### src/rtl/cp0.sv
`default_nettype none
// ============================================================================
//  Module      : cp0
//  Description : MIPS system control coprocessor. Holds SR, Cause, EPC and
//                PRId, merges six hardware interrupt lines with the
//                pipeline's synchronous exception code, raises the
//                exception/interrupt request and records the victim context.
//  Revision    : 1.0 - initial release
// ============================================================================
module cp0 #(
    parameter logic [31:0] PRID = 32'h0000_4D49
) (
    input  logic        clk,
    input  logic        reset,
    input  logic [4:0]  A,
    input  logic [31:0] DIn,
    input  logic        WE,
    input  logic [31:0] PC,
    input  logic        BDIn,
    input  logic [4:0]  ExcCodeIn,
    input  logic [5:0]  HWInt,
    input  logic        EXLClr,
    output logic        IntReq,
    output logic [31:0] EPC,
    output logic [31:0] DOut
);

    // ------------------------------------------------------------------
    // Register numbers
    // ------------------------------------------------------------------
    localparam logic [4:0] c_REG_SR    = 5'd12;
    localparam logic [4:0] c_REG_CAUSE = 5'd13;
    localparam logic [4:0] c_REG_EPC   = 5'd14;
    localparam logic [4:0] c_REG_PRID  = 5'd15;

    // ------------------------------------------------------------------
    // State: only the architecturally meaningful bits are stored
    // ------------------------------------------------------------------
    logic [5:0]  r_im_q,      r_im_d;       // SR[15:10]
    logic        r_exl_q,     r_exl_d;      // SR[1]
    logic        r_ie_q,      r_ie_d;       // SR[0]
    logic        r_bd_q,      r_bd_d;       // Cause[31]
    logic [5:0]  r_ip_q,      r_ip_d;       // Cause[15:10]
    logic [4:0]  r_exccode_q, r_exccode_d;  // Cause[6:2]
    logic [31:0] r_epc_q,     r_epc_d;

    logic        w_int_pend;
    logic        w_exc_pend;
    logic        w_entry;
    logic        w_wr_sr;
    logic        w_wr_epc;
    logic [31:0] w_victim_pc;

    // Only SR[15:10], SR[1:0] and full EPC are writable; the rest of DIn
    // is intentionally dropped.
    logic        w_unused_din;
    assign w_unused_din = &{1'b0, DIn[31:16], DIn[9:2]};

    // Request decode: interrupts use the live lines since timer IRQs are
    // single-cycle pulses and would be missed if only the IP copy were used.
    always_comb begin
        w_int_pend = (|(HWInt & r_im_q)) & r_ie_q & ~r_exl_q;
        w_exc_pend = (ExcCodeIn != 5'd0) & ~r_exl_q;
        w_entry    = w_int_pend | w_exc_pend;
        IntReq     = w_entry;
    end

    // mtc0 write strobes and victim address (delay-slot victims restart at
    // the branch; subtraction wraps modulo 2^32)
    always_comb begin
        w_wr_sr     = WE && (A == c_REG_SR);
        w_wr_epc    = WE && (A == c_REG_EPC);
        w_victim_pc = (BDIn ? (PC - 32'd4) : PC) & ~32'd3;
    end

    // Next-state for SR: entry beats mtc0, entry beats eret, eret beats
    // an mtc0 write to EXL
    always_comb begin
        r_im_d  = r_im_q;
        r_ie_d  = r_ie_q;
        r_exl_d = r_exl_q;
        if (w_entry) begin
            r_exl_d = 1'b1;
        end else begin
            if (w_wr_sr) begin
                r_im_d  = DIn[15:10];
                r_ie_d  = DIn[0];
                r_exl_d = DIn[1];
            end
            if (EXLClr) begin
                r_exl_d = 1'b0;
            end
        end
    end

    // Next-state for Cause and EPC: IP samples the lines every cycle, the
    // rest only changes on entry (Cause is read-only to mtc0)
    always_comb begin
        r_ip_d      = HWInt;
        r_bd_d      = r_bd_q;
        r_exccode_d = r_exccode_q;
        r_epc_d     = r_epc_q;
        if (w_entry) begin
            r_bd_d      = BDIn;
            r_exccode_d = w_int_pend ? 5'd0 : ExcCodeIn;
            r_epc_d     = w_victim_pc;
        end else if (w_wr_epc) begin
            r_epc_d     = DIn;
        end
    end

    // State register with synchronous reset
    always_ff @(posedge clk) begin
        if (reset) begin
            r_im_q      <= 6'd0;
            r_exl_q     <= 1'b0;
            r_ie_q      <= 1'b0;
            r_bd_q      <= 1'b0;
            r_ip_q      <= 6'd0;
            r_exccode_q <= 5'd0;
            r_epc_q     <= 32'd0;
        end else begin
            r_im_q      <= r_im_d;
            r_exl_q     <= r_exl_d;
            r_ie_q      <= r_ie_d;
            r_bd_q      <= r_bd_d;
            r_ip_q      <= r_ip_d;
            r_exccode_q <= r_exccode_d;
            r_epc_q     <= r_epc_d;
        end
    end

    // mfc0 read mux, no read latency
    always_comb begin
        DOut = 32'd0;
        case (A)
            c_REG_SR:    DOut = {16'd0, r_im_q, 8'd0, r_exl_q, r_ie_q};
            c_REG_CAUSE: DOut = {r_bd_q, 15'd0, r_ip_q, 3'd0, r_exccode_q, 2'd0};
            c_REG_EPC:   DOut = r_epc_q;
            c_REG_PRID:  DOut = PRID;
            default:     DOut = 32'd0;
        endcase
    end

    assign EPC = r_epc_q;

endmodule
`default_nettype wire

### config.mk
export PLATFORM = sky130hd
export DESIGN_NAME = cp0
export DESIGN_NICKNAME = d
export VERILOG_FILES = /design/src/rtl/cp0.sv
export SDC_FILE = /design/constraint.sdc
export NUM_CORES = 1
export LEC_CHECK = 0
export ABC_AREA = 1
export CAP_MARGIN = 20
export CORE_MARGIN = 2
export CORE_UTILIZATION = 47
export CTS_CLUSTER_DIAMETER = 200
export DETAILED_ROUTE_END_ITERATION = 12
export GPL_TIMING_DRIVEN = 0
export PLACE_DENSITY = 0.84
export SLEW_MARGIN = 20
export SYNTH_ARGS = -nofsm -noshare
export SYNTH_HDL_FRONTEND = slang
export SYNTH_SLANG_ARGS = --single-unit
### constraint.sdc
create_clock -name clk -period 5.2 [get_ports clk]
set_input_delay 1.56 -clock clk [delete_from_list [all_inputs] [get_ports clk]]
set_output_delay 1.56 -clock clk [all_outputs]
set_load 0.01 [all_outputs]
==> metrics.cfg <==
[yosys]
synth.avg_cell_area_um2=5.99
synthCells=616
synth_nets=702
syn_area_um2=3690
synth_top_area_cell=dfxtp_1
synth-main-ff-cell=dfxtp_1
synth_top_area_share=0.282
yosysMostFrequentCell=nand2_1
synth_cell_type_count=37
synth-seq-area-share=0.282
ys_seq_elements=52
yosysWarnings=0
synth_edf_count=0
synthTopCellsByCount=nand2_1, inv_1, nor2_1
async_flop_share=0
synth_area_leaders=dfxtp_1, nand2_1, inv_1

[floorplanning]
start_util=0.482
fp.dieArea_um2=8580
die_h_um=92.6
die_x_um=92.6
rows=32
ioPinCount=150
core_area_um2=7650

[placement]
place_area_um2=5280
placedCellCount=864
gp_congestion=0.963
hpwl_um=10700
numPortBuffers=146

[clocking]
h-tree-depth=2
clkTransAtPathRegs_ns=0.09
post_cts.repair.setup_buffers=0
tritoncts=built
cts_root_buffer=clkbuf_8
cts_buffer_depth=2
cts_buffers=5
clock_sinks=52
clk_latency_ns=0.32

[setup_path]
worstPathMaxFanout=10
rrSetupSlack_ns=3.53
rr_startpoint=r_im_q[0]$_SDFFE_PP0P_
crit_type=input pin to primary output
endpoint_kind=primary output
critPathLaunchType=input pin
cp.arrival_ns=3.50
r2r-end=EPC[29]$_SDFFE_PP0P_
crit_required_ns=3.64
r2r_cells=10

[timing]
setup_viol=0
hold_viol=0
relSlewSlack=0.610
worst_pin_slew_ns=0.584
rsz0062_at_grt=no
slew_violations=0
layout_min_cycle_time_ns=5.06
fin_crit_sh=0.973
fmax_mhz=198
skew_ns=0.00870

[routing]
wl_met3_um=1160
drt-initial-drc-count=341
antenna_left=0
vias=4545
wl_met2_um=6130
routedLengthMet1_um=5500
wirelength_um=13200
top_layer_used=met4
wl_per_cell_um=15.1
viasPerCell=5.21
drcViolationCount=0
drtPass1Iterations=5

[final_layout]
area_delta_synth_final_pct=46.5
layoutNonFillerInstCount=872
fillers=653
fin_area_um2=5400
finalNetCount=855
seq_area_um2=1040
diodes=0
multi_input_area_um2=2150
utilization=0.707
drive_above_1_share=0.0636

[worst_hold_path]
min_to=r_im_q[1]$_SDFFE_PP0P_
min_path_cells=2
min_from=r_im_q[1]$_SDFFE_PP0P_
holdCritPathClass=flop to flop

[grt]
grt_pass1_vias=4297
track_usage=0.304
grt_pass1_wl_um=20600
grt_max_degree=17
grt_overflow=0
antenna_found_initial=0

[power_and_ir_drop]
power.density_nw_per_um2=190
p_leak_nw=2.34
vdd_ir_drop_max_v=0.000128

[run_status]
status=complete, no violations

[job]
cap_violations=0

state kept, by name, summed over array words and instances (netlist names):
signal and count:
EPC 32, r_im_q 6, r_ip_q 6, r_exccode_q 5
r_bd_q 1, r_exl_q 1, r_ie_q 1
placed cells by master (no fill, tap or decap), types with 10 or more instances in the layout:
cell type          n
a21oi_1           36
dfxtp_1           52
nand2_1          171
nor2_1            91
xor2_1            11
nand3_1           42
inv_1             94
o21ai_0           32
nand4_1           14
clkdlybuf4s50_1  145
clkbuf_1          10
logic make-up after synthesis:
group / count (synthesis) / synth area share
AO/OA/AOI/OAI: 91 / 0.151
XOR/XNOR: 12 / 0.0285
adder cells (fa/ha/maj): 1 / 0.00339
buffers and inverters: 122 / 0.138
flip-flops: 52 / 0.282
AND/OR/NAND/NOR: 338 / 0.396
metal layers:
| layer | vias to the layer above | GRT usage |
|---|---|---|
| met4 | 0 | 0.0983 |
| li1 | 2237 | - |
| met3 | 30 | 0.0431 |
| met2 | 227 | 0.514 |
| met5 | - | 0 |
| met1 | 2051 | 0.398 |
what timing repair did:
item | 4_1_cts | 5_1_grt
resized for setup | 1 | 4
gates cloned | 0 | 0
endpoints found under the setup margin | 10 | 9
hold endpoints to repair | 0 | 0
hold buffers | 0 | 0
power breakdown:
group	leakage (nW)	internal, mW	switching, mW
combinational	1.85	0.145	0.149
clock	0.0558	0.146	0.142
sequential	0.430	0.426	0.0199
total	2.34	0.716	0.311
worst max-delay path, stage by stage:
cell and delay [ns]:
clkdlybuf4s50_1 0.48, nand2_2 0.08, nor2_4 0.11, nand2_4 0.10
clkbuf_1 0.30, o211ai_1 0.29, clkdlybuf4s50_1 0.57
through the flow:
step	hold WS, ns	setup slack [ns]	total power, mW	TNS, ns
after global placement	0.443	-0.00837	0.737	-0.00837
after global routing	0.503	0.0296	1.07	0
after floorplan	0.427	1.27	0.582	0
final	0.486	0.142	1.03	0
after detailed placement	0.453	-0.0749	0.743	-0.429
after CTS	0.481	0.0692	1.02	0
how the worst max path moves through the flow:
stage / from / depth (start not counted) / endpoint
5_1_grt: A[3] / 9 / DOut[13]
4_1_cts: HWInt[0] / 10 / IntReq
2_1_floorplan: A[3] / 7 / DOut[12]
6_report: A[3] / 7 / DOut[6]
3_3_place_gp: A[3] / 9 / DOut[6]
3_5_place_dp: A[3] / 9 / DOut[6]
cell type report:
class | instances | area share
Buffer | 24 | 0.0271
Clock buffer | 6 | 0.0134
Clock inverter | 2 | 0.00718
Inverter | 98 | 0.0681
Multi-Input combinational cell | 442 | 0.397
Sequential cell | 52 | 0.193
Tap cell | 102 | 0.0236
Timing Repair Buffer | 146 | 0.271
Power figures use the tool's default switching activity.
==> RTL edit 1, RTL diff (same flow settings) <==
Reset style: asynchronous (`reset`), changed in one clocked block. Comments in the files are not updated.
--- a/src/rtl/cp0.sv
+++ b/src/rtl/cp0.sv
@@ -110,7 +110,7 @@
     end
 
     // State register with synchronous reset
-    always_ff @(posedge clk) begin
+    always_ff @(posedge clk or posedge reset) begin
         if (reset) begin
             r_im_q      <= 6'd0;
             r_exl_q     <= 1'b0;
Formal check against the unedited RTL: differs if reset is asserted again (counterexample within 4 cycles, from zero or initial values and one cycle with reset high); with reset held inactive, the same outputs for 10 cycles.
==> RTL edit 1 against the original RTL <==
- cell area grew 2.8%
- area after synthesis grew 3.7%
- sequential cell count is the same
- synthesized cell count shrank 2.1%
- setup slack lost 2.1 ps
- routed wire length shrank 1.1%
Power is not compared: it rests on default switching activity, and its combinational part moved more than twofold at a synthesized area within 25%.
==> RTL edit 1: results <==
{
  "status": "completed",
  "hpwl_um": 10700,
  "r2r_slack_ps": 3590,
  "synth_cells": 603,
  "dpl-instance-area_sq_um": 5460,
  "timing.rr.end": "EPC[15]",
  "worstSetupStartpoint": "A[0]",
  "tightest_slew_ps": 675,
  "grt_max_degree": 31,
  "ys_types": 34,
  "syn_nets": 689,
  "grt_usage_pct": 29.7,
  "ys.flop_type": "dfrtp_1",
  "fillCellCount": 678,
  "worstHoldEndpoint": "EPC[16]",
  "r2r-start": "r_im_q[4]",
  "synth.top_cells.by_count": "nand2_1 (209), inv_1 (96), nor2_1 (77)",
  "hold-worst-slack_ps": 514,
  "cts_resized": 0,
  "reg2regPathDepth": 11,
  "placed_cells": 853,
  "final_nets": 844,
  "fin_util_pct": 71.2,
  "min-delay-start": "EPC[16]",
  "layout.cells.non_filler": 861,
  "dr_total_vias": 4389,
  "drive_gt1_share_pct": 7.11
}
RTL edit 1: cell count changes in the layout (fill, tap and decap cells not counted), moves of 8 or more:
cell	change
nand2_1	+38
nand4_1	-8
clkbuf_1	-9
nor2_1	-14
dfxtp_1	-52
a21oi_1	-31
o21ai_1	+27
dfrtp_1	+52
o21ai_0	-9
RTL edit 1: kinds of logic (layout without fill, tap and decap cells):
family / after synthesis / count (layout) / share of synthesized area, %
buffers and inverters: 120 / 276 / 13.7
AND/OR/NAND/NOR: 353 / 353 / 40.3
XOR/XNOR: 6 / 6 / 1.37
adder cells (fa/ha/maj): 1 / 1 / 0.327
flip-flops: 52 / 52 / 34.0
AO/OA/AOI/OAI: 71 / 71 / 10.3
RTL edit 1: per-layer routing:
| metal | GRT usage [%] | share of wire (%) |
|---|---|---|
| met1 | 38.9 | 43 |
| met2 | 52.2 | 49 |
| met3 | 4.65 | 7.2 |
| met4 | 5.43 | 0.83 |
| met5 | 0 | 0 |
RTL edit 1: how the worst max path moves through the flow:
| stage | depth (start not counted) | slack, ps | endpoint |
|---|---|---|---|
| after global routing | 6 | 20 | DOut[26] |
| after global placement | 7 | 170 | DOut[1] |
| after CTS | 6 | 130 | DOut[1] |
| after detailed placement | 6 | 130 | DOut[1] |
| final | 6 | 140 | DOut[1] |
| after floorplan | 4 | 1320 | DOut[1] |
RTL edit 1: cell type report:
| class | instances | share of cell area (%) |
|---|---|---|
| multi-input combinational | 431 | 36.0 |
| timing repair buffer | 148 | 27.2 |
| sequential | 52 | 23.4 |
| inverter | 104 | 7.12 |
| buffer | 16 | 2.32 |
| tap | 102 | 2.30 |
| clock buffer | 7 | 1.55 |
| clock inverter | 1 | 0.135 |
==> RTL edit 2, RTL diff (same settings) <==
Without the edit above. Set the parameter `PRID` to 32'h000026A4 (it was 32'h0000_4D49).
--- a/src/rtl/cp0.sv
+++ b/src/rtl/cp0.sv
@@ -8,7 +8,7 @@
 //  Revision    : 1.0 - initial release
 // ============================================================================
 module cp0 #(
-    parameter logic [31:0] PRID = 32'h0000_4D49
+    parameter logic [31:0] PRID = 32'h000026A4
 ) (
     input  logic        clk,
     input  logic        reset,
Behaviour: not the same (a bounded check fails within 4 cycles, from zero or initial values and one cycle with reset high).
==> RTL edit 2 against the original RTL <==
- routed wire length up 7.4%
- setup slack got worse by 84 ps
- cell area is 3.1% lower
- area after synthesis shrank 4.4%
- largest cell class unchanged
- sequential cell count unchanged
- total power down 0.55%
- clock power rose by 1%
- non-clock buffer count down 1
==> RTL edit 2: results <==
{
  "final_nets": 824,
  "cts_resized": 10,
  "grt_pass1_vias": 4629,
  "worstSetupStartpoint": "A[1]",
  "seq_share_pct": 19.9,
  "pwr-share-clk_pct": 28.6,
  "fillCellCount": 652,
  "met1_length_um": 5500,
  "r2r_slack_ps": 3420,
  "ys_types": 35,
  "status": "completed",
  "bufAreaShareNonClock_pct": 30.4,
  "ys_seq_area_share_pct": 29.5,
  "clkCellAreaFrac_pct": 2.13,
  "wl_met3_um": 1130,
  "numSequentialCells": 52,
  "dr.first_iter.drc_count": 391,
  "gr-usage-met1_pct": 38.4,
  "dpl-instance-area_sq_um": 5110,
  "slowest_delay_ps": 540,
  "synth_compound_area_share_pct": 14.1,
  "swShare_pct": 30.4,
  "synth_area_leaders": "dfxtp_1 (30%), nand2_1 (17%), inv_1 (9.1%)",
  "power_switching_uw": 311,
  "met2_usage_pct": 62.0,
  "ir_drop_mv": 0.141,
  "pre_cts_ws_ps": -191,
  "viasPerCell": 5.56,
  "signal_buffers": 169,
  "synth.top_cells.by_count": "nand2_1 (159), inv_1 (86), nor2_1 (81)",
  "reg2regPathDepth": 8,
  "placed_cells": 830,
  "synth_xor_area_share_pct": 3.48,
  "fin_ws_ps": 58.2,
  "fin_skew_ps": 7.79,
  "grt_usage_pct": 34.2,
  "layout.cells.non_filler": 838,
  "synth_area_per_cell_sq_um": 6.03,
  "multi_input_area_share_pct": 38.9,
  "layout.comb_gates.multi_input": 422,
  "gp_congestion": 0.955,
  "use_met3_pct": 5.84,
  "comb_power_uw": 284,
  "slew_headroom_pct": 60.0
}
==> RTL edit 2: cell count changes after synthesis, moves of 4 or more <==
cell and change:
xnor2_1 +4, a21oi_1 -11, a31oi_1 +7, nor2_1 -10
clkbuf_1 -4, nand2_1 -12, o211ai_2 -4, inv_1 -8
nand4_1 +9, o211ai_1 +5, a211oi_1 +4
==> RTL edit 2: worst max-delay path by stage <==
stage | end | slack (ps) | cells past startpoint
global route | IntReq | 20 | 9
detailed placement | DOut[12] | -190 | 10
finish | DOut[9] | 60 | 10
CTS | DOut[9] | 20 | 10
global placement | DOut[1] | -50 | 10
floorplan | DOut[12] | 1160 | 8
==> RTL edit 2: critical path: cells and delay by family <==
kind                   cells  cell delay, ps
buffers and inverters      6            1600
and+or+nand+nor            4             430
==> RTL edit 2: through the flow <==
step	hold WS (ps)	util, %
2_1_floorplan	444	-
3_3_place_gp	457	70.5
3_5_place_dp	466	70.5
4_1_cts	480	72.1
5_1_grt	491	72.2
6_report	485	72.2
